$ cat src/rtl/prio_enc_pkg.sv
// Shared types and helpers for the round-robin priority encoder.
//   prio_mode_e  : arbitration mode carried on the mode input
//   prio_state_e : handshake state (EMPTY / HOLD), mirrored on out_valid
//   clog2_min1   : index width that never collapses to zero bits
package prio_enc_pkg;

  typedef enum logic {PRIO_FIXED = 1'b0, PRIO_RR = 1'b1} prio_mode_e;

  typedef enum logic {ST_EMPTY = 1'b0, ST_HOLD = 1'b1} prio_state_e;

  function automatic int clog2_min1(input int n);
    return (n <= 2) ? 1 : $clog2(n);
  endfunction

endpackage

$ cat src/rtl/prio_enc_lsb.sv
// Combinational lowest-set-bit encoder.
//   i_in    in  N  input vector
//   o_found out 1  any bit of i_in set
//   o_idx   out W  index of the lowest set bit (0 when none set)
module prio_enc_lsb
  import prio_enc_pkg::*;
#(
  parameter  int N = 8,
  localparam int W = clog2_min1(N)
) (
  input  logic [N-1:0] i_in,
  output logic         o_found,
  output logic [W-1:0] o_idx
);

  assign o_found = |i_in;

  // Scan from the top down so the lowest set bit is the last one written.
  always_comb begin
    o_idx = '0;
    for (int i = N - 1; i >= 0; i--) begin
      if (i_in[i]) o_idx = W'(i);
    end
  end

endmodule

$ cat src/rtl/prio_encoder_rr.sv
// Registered N-input priority encoder, fixed or round-robin, with a
// valid/ready output handshake. A grant is held stable until accepted.
//   clk        in   1  rising-edge clock
//   rst        in   1  synchronous active-high reset
//   req        in   N  request vector
//   mode       in   1  0 = fixed (LSB wins), 1 = round-robin
//   out_valid  out  1  grant valid
//   out_ready  in   1  consumer accepts when out_valid && out_ready
//   out_code   out  W  granted index
//   out_onehot out  N  one-hot grant, zero when !out_valid
//   ptr        out  W  round-robin base index
//
// state    | meaning
// ST_EMPTY | no grant held, outputs zero, waiting for any request
// ST_HOLD  | grant held on out_code/out_onehot until accepted
module prio_encoder_rr
  import prio_enc_pkg::*;
#(
  parameter  int N = 8,
  localparam int W = clog2_min1(N)
) (
  input  logic         clk,
  input  logic         rst,
  input  logic [N-1:0] req,
  input  logic         mode,
  output logic         out_valid,
  input  logic         out_ready,
  output logic [W-1:0] out_code,
  output logic [N-1:0] out_onehot,
  output logic [W-1:0] ptr
);

  prio_state_e r_state;
  logic [W-1:0] r_code;
  logic [N-1:0] r_onehot;
  logic [W-1:0] r_ptr;

  prio_mode_e   w_mode;
  logic         w_accept;
  logic [W-1:0] w_ptr_adv;
  logic [W-1:0] w_ptr_eff;
  logic [N-1:0] w_mask;
  logic         w_m_found;
  logic [W-1:0] w_m_idx;
  logic         w_r_found;
  logic [W-1:0] w_r_idx;
  logic [W-1:0] w_code_win;

  assign w_mode   = prio_mode_e'(mode);
  assign w_accept = (r_state == ST_HOLD) && out_ready;

  // Wrap at N-1 rather than 2^W-1 so ptr never leaves the request range.
  assign w_ptr_adv = (r_code == W'(N - 1)) ? '0 : W'({1'b0, r_code} + (W + 1)'(1));

  // A same-cycle accept/recapture must see the pointer it is about to load.
  assign w_ptr_eff = (w_accept && w_mode == PRIO_RR) ? w_ptr_adv : r_ptr;

  always_comb begin
    w_mask = '0;
    for (int i = 0; i < N; i++) begin
      w_mask[i] = ((W + 1)'(i) >= {1'b0, w_ptr_eff});
    end
  end

  prio_enc_lsb #(.N(N)) u_lsb_masked (
    .i_in    (req & w_mask),
    .o_found (w_m_found),
    .o_idx   (w_m_idx)
  );

  prio_enc_lsb #(.N(N)) u_lsb_raw (
    .i_in    (req),
    .o_found (w_r_found),
    .o_idx   (w_r_idx)
  );

  // Nothing at or above ptr falls back to the raw search, which is the wrap.
  assign w_code_win = (w_mode == PRIO_RR && w_m_found) ? w_m_idx : w_r_idx;

  always_ff @(posedge clk) begin
    if (rst) begin
      r_state  <= ST_EMPTY;
      r_code   <= '0;
      r_onehot <= '0;
      r_ptr    <= '0;
    end else begin
      case (r_state)
        ST_EMPTY: begin
          if (w_r_found) begin
            r_state  <= ST_HOLD;
            r_code   <= w_code_win;
            r_onehot <= {{(N - 1){1'b0}}, 1'b1} << w_code_win;
          end
        end
        ST_HOLD: begin
          if (out_ready) begin
            if (w_mode == PRIO_RR) r_ptr <= w_ptr_adv;
            if (w_r_found) begin
              r_code   <= w_code_win;
              r_onehot <= {{(N - 1){1'b0}}, 1'b1} << w_code_win;
            end else begin
              r_state  <= ST_EMPTY;
              r_code   <= '0;
              r_onehot <= '0;
            end
          end
        end
        default: begin
          r_state  <= ST_EMPTY;
          r_code   <= '0;
          r_onehot <= '0;
        end
      endcase
    end
  end

  assign out_valid  = (r_state == ST_HOLD);
  assign out_code   = r_code;
  assign out_onehot = r_onehot;
  assign ptr        = r_ptr;

endmodule

$ cat config.mk
export PLATFORM = sky130hd
export DESIGN_NAME = prio_encoder_rr
export DESIGN_NICKNAME = d
export VERILOG_FILES = /design/src/rtl/prio_enc_pkg.sv /design/src/rtl/prio_enc_lsb.sv /design/src/rtl/prio_encoder_rr.sv
export SDC_FILE = /design/constraint.sdc
export NUM_CORES = 1
export LEC_CHECK = 0
export CAP_MARGIN = 25
export CORE_MARGIN = 5
export CORE_UTILIZATION = 47
export CTS_CLUSTER_DIAMETER = 120
export DETAILED_ROUTE_END_ITERATION = 6
export PLACE_DENSITY = 0.78
export SLEW_MARGIN = 5
export SYNTH_ARGS = -nofsm -noshare
export SYNTH_HDL_FRONTEND = slang
export SYNTH_SLANG_ARGS = --single-unit
$ cat constraint.sdc
create_clock -name clk -period 3.3 [get_ports clk]
set_input_delay 0.99 -clock clk [delete_from_list [all_inputs] [get_ports clk]]
set_output_delay 0.99 -clock clk [all_outputs]
set_load 0.02 [all_outputs]
==> metrics.md, run 1 <==
| Metric | Value |
|---|---|
| Status | `finished, final reports clean` |
| Net Switching | `between 0.15 and 0.2 mW` |
| Main flop type after synthesis | `dfxtp_1` |
| Net Sw Frac | `0.329` |
| Synth Area in Adders | `0.0248` |
| Total track usage | `0.187` |
| Max Cap Viol | `0` |
| Final ANT Viol Nets | `0` |
| Sequential area share after synthesis | `0.298` |
| RSZ-0062 raised after global routing | `no` |
| Largest net degree at the start of global routing | `12` |
| Clock slew at reported path FFs | `about 100 ps` |
| Fin util | `0.734` |
| Overflow after GRT | `0` |
| Effective utilization at floorplan | `0.503` |
| Max clock buf depth | `2` |
| Clock Latency Late Sink | `approximately 290 ps` |
| Largest family of logic cells by synthesized area | `compound AO/OA/AOI/OAI gates` |
| Worst hold margin | `roughly 460 ps` |
| Clock skew | `4.57 ps` |
| Gpl congestion | `0.918` |
| Mapped Area | `~1000 um^2` |
| Sequential Power Share | `0.428` |
| Worst hold path class | `register to register` |
| Tmin final | `3190 ps` |
| # IOs | `27` |
| Placeable Area | `2000 um^2` |
| Root Driver | `clkbuf_4` |
| Post-synth ARST share | `0` |
| Slew at the pin with the worst max-slew slack | `~420 ps` |
| Period utilization | `0.967` |
| Setup crit start kind | `input pin` |
| Synth Area in Simple Gates | `0.221` |
| Comb pwr share | `0.326` |
| Syn Inst Count | `between 100 and 150` |
| Share of the synthesized area in the top cell type | `0.298` |
| Routed WL | `between 3000 and 4000 um` |
| Syn Area/Cell | `8.26 um^2` |
| Register area | `approximately 300 um^2` |
| Initial antenna violation count | `0` |
| Vias/cell | `around 6.0` |
| Clock power share | `0.246` |
| Pint | `between 0.3 and 0.4 mW` |
| Synth Area in Compound Gates | `0.338` |
| Multi-input gate area | `~700 um^2` |
| Fillers | `160` |
| EDFF count, synth | `0` |
| WP data required | `roughly 3500 ps` |
| DRT Pass-1 Iters | `4` |
| FP Rows | `16` |
| Post-synth top area cell | `dfxtp_1` |
| Max-slew violation count | `0` |
| Port buffer count | `26` |
| Clock sink count | `15` |
| Finish-stage setup viols | `0` |
| Chip height | `roughly 56 um` |
| Total die area | `~3200 um^2` |
| Synthesis Warnings | `0` |
| FF+latch count, synth | `15` |
| Synth Area in XOR/XNOR | `0` |
| Via Count | `roughly 1200` |
| Hold Violations, Final | `0` |
| Mux contribution to synthesized area | `0.0770` |
| Yosys cell types | `45` |
| Setup CP Type | `input pin to register` |
| Worst slew margin | `0.711` |
| Hold Buf Count CTS | `0` |
| Post-CTS Setup Bufs | `0` |
| CP Capture Type | `register` |
| Crit path DAT | `roughly 3400 ps` |
| Max VDD drop | `about 0.33 mV` |
| Synthesis-to-finish area growth | `46.0%` |
| H-tree levels | `1` |
| CTS tree | `done` |
| Tot Pwr | `0.461 mW` |
| Share of cells above drive strength 1 | `0.228` |
| Crit path max fanout | `8` |
| Routed wire per std cell | `around 16 um` |
| Number of remaining DRC errors | `0` |
| FMAX | `313 MHz` |
| Num CTS Buffers | `3` |
| Pwr/cell area | `between 300 and 400 nW/um^2` |
| Vias in the first global route | `~1000` |
| Final nets | `around 180` |
| Synth top area cells | `dfxtp_1 30%, nand2_1 4.8%, a21oi_1 4.5%, nor2_1 4.1%, a32o_1 4.0%` |
| DRT iter0 DRCs | `40` |
| Global-route wire length before repair | `4840 um` |
| Diode count | `0` |
| Hpwl dp | `2340 um` |
| Synth Net Count | `~140` |
| Leak Pwr | `around 0.57 nW` |
| Die Width | `approximately 56 um` |
## sequential cells by signal (all words and copies together) (netlist names)
signal	flops
out_code	3
out_onehot	8
out_valid	1
ptr	3
## cell families (layout without fill, tap and decap cells)
group / count (synthesis) / count (layout)
and+or+nand+nor: 44 / 44
adders and majority gates: 2 / 2
AOI/OAI and AO/OA: 45 / 45
muxes: 7 / 7
buffers and inverters: 9 / 54
DFF: 15 / 15
## through the flow
stage | std cells | setup TNS (ps) | cell area, um^2 | setup WS, ps
6_report | 194 | 0 | 1470 | 110
5_1_grt | 194 | 0 | 1470 | 19.9
4_1_cts | 194 | 0 | 1450 | 40.7
3_5_place_dp | 190 | -1590 | 1420 | -236
3_3_place_gp | 190 | -932 | 1420 | -138
2_1_floorplan | 122 | 0 | 1010 | 445
## cell usage after synthesis (2+ instances only)
cell,number
a21boi_0,3
a21oi_1,9
a22o_1,2
a32o_1,4
and2_1,2
dfxtp_1,15
ha_1,2
inv_1,6
mux2_2,2
mux2i_1,4
nand2_1,13
nand2b_1,3
nand3_1,4
nand3b_1,2
nor2_1,11
o211ai_1,2
o21ai_0,6
o21ai_2,3
o31ai_1,3
## cells in the final DEF, fill, tap and decap left out, types with 2 or more instances in the layout
cell type,n
a21boi_0,2
a21oi_1,8
a22o_1,2
a32o_1,4
and2_1,2
buf_4,18
clkbuf_4,3
clkdlybuf4s50_1,26
dfxtp_1,15
ha_1,2
inv_1,6
mux2_2,2
mux2i_1,2
mux2i_2,2
nand2_1,13
nand2b_1,3
nand3_1,4
nand3b_1,2
nor2_1,11
o211ai_1,2
o21ai_0,6
o21ai_2,3
o31ai_1,3
## final timing paths
kind,start,to,slack [ps],depth (start not counted)
hold reg to reg,out_onehot[3],out_onehot[3],460,2
hold / removal,out_onehot[3],out_onehot[3],460,2
setup reg to reg,out_code[0],out_onehot[0],510,9
setup / recovery,mode,out_onehot[7],110,9
## metal layers
layer,track usage,wire length [um],part of all wire
met1,0.262,1410,0.47
met2,0.290,1430,0.47
met3,0.0482,180,0.060
met4,0.0373,7,0.0023
met5,0,0,0
## final cells by class
class | instances | share of cell area
Sequential cell | 15 | 0.204
Tap cell | 27 | 0.0230
Clock buffer | 3 | 0.0153
Multi-Input combinational cell | 98 | 0.468
Inverter | 6 | 0.0153
Clock inverter | 1 | 0.00511
Timing Repair Buffer | 44 | 0.269
## critical path, stage by stage
cell and delay, ps:
clkdlybuf4s50_1 530, and3_2 310, mux2i_1 430, o21ai_2 100, buf_4 150, a222oi_1 240, o31a_1 240, mux2i_2 130
a32o_1 270
## what timing repair did
| action | in CTS | in global routing |
|---|---|---|
| endpoints found under the setup margin | 0 | 3 |
| resized for setup | 0 | 5 |
| hold endpoints to repair | 0 | 0 |
## power by group through the flow
stage | registers [mW] | clock network (mW) | logic [mW]
final | 0.197 | 0.113 | 0.151
after global routing | 0.198 | 0.123 | 0.161
after CTS | 0.197 | 0.114 | 0.144
after detailed placement | 0.201 | 0 | 0.143
after global placement | 0.201 | 0 | 0.141
after floorplan | 0.210 | 0 | 0.0636
Note: power is estimated with default switching activity, not from simulation.
==> inputs of run 2 (changes only) <==
--- a/config.mk
+++ b/config.mk
@@ -6,7 +6,7 @@
 export NUM_CORES = 1
 export LEC_CHECK = 0
 export CAP_MARGIN = 25
-export CORE_MARGIN = 5
+export CORE_MARGIN = 8
 export CORE_UTILIZATION = 47
 export CTS_CLUSTER_DIAMETER = 120
 export DETAILED_ROUTE_END_ITERATION = 6
==> run 2 against run 1 <==
Effect of this change: die area up 22%; highest routed layer unchanged; via count down 4.6%; clock skew up 4.2 ps; largest power group unchanged; critical path type unchanged; design area up 1.1%.
==> metrics.md, run 2 (synthesis gave the netlist of run 1 again) <==
| Metric | Value |
|---|---|
| Status | `finished, final reports clean` |
| DRT iter0 DRCs | `51 (+28%)` |
| Tmin final | `3150 ps (-35.1 ps)` |
| Placeable Area | `2000 um^2 (unchanged)` |
| Fillers | `162 (+1.3%)` |
| Clock Latency Late Sink | `280 ps (about the same)` |
| H-tree levels | `1 (unchanged)` |
| Routed wire per std cell | `14.8 um (-5.0%)` |
| Met1 Use GR | `0.188 (-0.0736)` |
| Share of cells above drive strength 1 | `0.229 (+0.00187)` |
| Period utilization | `0.956 (-0.0106)` |
| Largest net degree at the start of global routing | `12 (unchanged)` |
| FMAX | `317 MHz (+1.1%)` |
| Slew at the pin with the worst max-slew slack | `443 ps (+21.7 ps)` |
| Most common cell on crit path | `a21boi_0` |
| Number of remaining DRC errors | `0 (unchanged)` |
| Global-route wire length before repair | `4820 um (-0.56%)` |
| Reg2reg setup slack | `500 ps (about the same)` |
| DRT Pass-1 Iters | `5 (+1)` |
| Crit path max fanout | `8 (unchanged)` |
| Leak Pwr | `0.583 nW (+1.6%)` |
| M3 GR Usage | `0.0448 (-0.00336)` |
| Max VDD drop | `0.252 mV (-25%)` |
| CP Capture Type | `register` |
| Hold Buf Count CTS | `0 (unchanged)` |
| Worst slew margin | `0.702 (-0.00919)` |
| Hpwl dp | `2330 um (-0.48%)` |
| Clock skew | `8.73 ps (+4.16 ps)` |
| Worst setup margin | `145 ps (+35.1 ps)` |
| Setup TNS | `0 ps (unchanged)` |
| Num CTS Buffers | `3 (unchanged)` |
| CP max-delay cell | `clkdlybuf4s50_1` |
| CTS tree | `done` |
| Post-place setup slack | `-271 ps (-35.1 ps)` |
| # IOs | `27 (unchanged)` |
| Effective utilization at floorplan | `0.503 (unchanged)` |
| Setup CP Type | `input pin to register` |
| Worst hold path class | `register to register` |
| Max Cap Viol | `0 (unchanged)` |
| Chip height | `62.3 um (+11%)` |
| Crit path DAT | `3380 ps (about the same)` |
| Most common cell after layout, fill and taps aside | `clkdlybuf4s50_1` |
| Port buffer count | `26 (unchanged)` |
| Final ANT Viol Nets | `0 (unchanged)` |
| Post-CTS Setup Bufs | `0 (unchanged)` |
| Root Driver | `clkbuf_4` |
| Hold Violations, Final | `0 (unchanged)` |
| Fin util | `0.743 (+0.00813)` |
| M2 GR Usage | `0.233 (-0.0576)` |
| Vias in the first global route | `1057 (+1.7%)` |
| Via Count | `1102 (-4.6%)` |
| Synthesis-to-finish area growth | `47.6%` |
| Grt peak-use layer | `met2` |
| Vias/cell | `5.59 (-6.0%)` |
| Diode count | `0 (unchanged)` |
| Final nets | `185 (+1.6%)` |
| Clock slew at reported path FFs | `90 ps (about the same)` |
| WP data required | `3520 ps (+20 ps)` |
| Finish-stage setup viols | `0 (unchanged)` |
| Critical-path cell list | `clkdlybuf4s50_1 -> and3_4 -> mux2i_4 -> a21boi_0 -> buf_4 -> o31ai_1 -> a21boi_0 -> or3b_4 -> o21ai_2` |
| Total die area | `3880 um^2 (+22%)` |
| Max clock buf depth | `2 (unchanged)` |
| Pwr/cell area | `301 nW/um^2 (-4.1%)` |
| Worst hold margin | `458 ps (-4.63 ps)` |
| Most frequent cells in the layout | `26 x clkdlybuf4s50_1, 21 x buf_4, 15 x dfxtp_1` |
| Overflow after GRT | `0 (unchanged)` |
| Die Width | `62.3 um (+11%)` |
| Setup crit start kind | `input pin` |
| Initial antenna violation count | `0 (unchanged)` |
| Worst path max stage delay | `560 ps (+30 ps)` |
| Max-slew violation count | `0 (unchanged)` |
| Post-cts sizing count | `0 (unchanged)` |
| Largest register FFs | `8 (unchanged)` |
| Clock sink count | `15 (unchanged)` |
| Total track usage | `0.147 (-0.0406)` |
| Tot Pwr | `0.447 mW (-3.0%)` |
| FP Rows | `16 (unchanged)` |
| Routed WL | `2920 um (-3.6%)` |
| Gpl congestion | `0.927 (+0.94%)` |
## run 2: layout make-up
class	count	area [um^2]	area share
clock buffers	4	26.3	0.0177
multi-input cells	98	686	0.461
well taps	27	33.8	0.0227
flip-flops and latches	15	300	0.202
inverters	6	22.5	0.0152
repair buffers	47	418	0.281
## run 2: power breakdown
part           switching (mW)  leakage, nW  internal, mW
combinational          0.0732        0.445        0.0758
sequential            0.00769        0.122         0.189
clock                  0.0546       0.0150        0.0468
total                   0.135        0.583         0.312
## run 2: worst paths after layout
path                  from            end  cells after the start
max                   mode  out_onehot[0]                      9
min          out_onehot[2]  out_onehot[2]                      2
max reg2reg    out_code[0]  out_onehot[6]                      9
min reg2reg  out_onehot[2]  out_onehot[2]                      2
## run 2: critical path: cells and delay by family
kind	cells	cell delay (ps)
buffers and inverters	2	720
AOI/OAI and AO/OA	4	650
and+or+nand+nor	2	710
muxes	1	290
## run 2: layer usage
metal | vias to the layer above | part of all wire
li1 | 559 | -
met1 | 508 | 0.48
met2 | 31 | 0.44
met3 | 4 | 0.064
met4 | 0 | 0.0099
met5 | - | 0
## run 2: through the flow
step | instances | area (um^2)
after detailed placement | 193 | 1440
after global routing | 197 | 1490
after CTS | 197 | 1470
after global placement | 193 | 1440
final | 197 | 1490
after floorplan | 122 | 1010
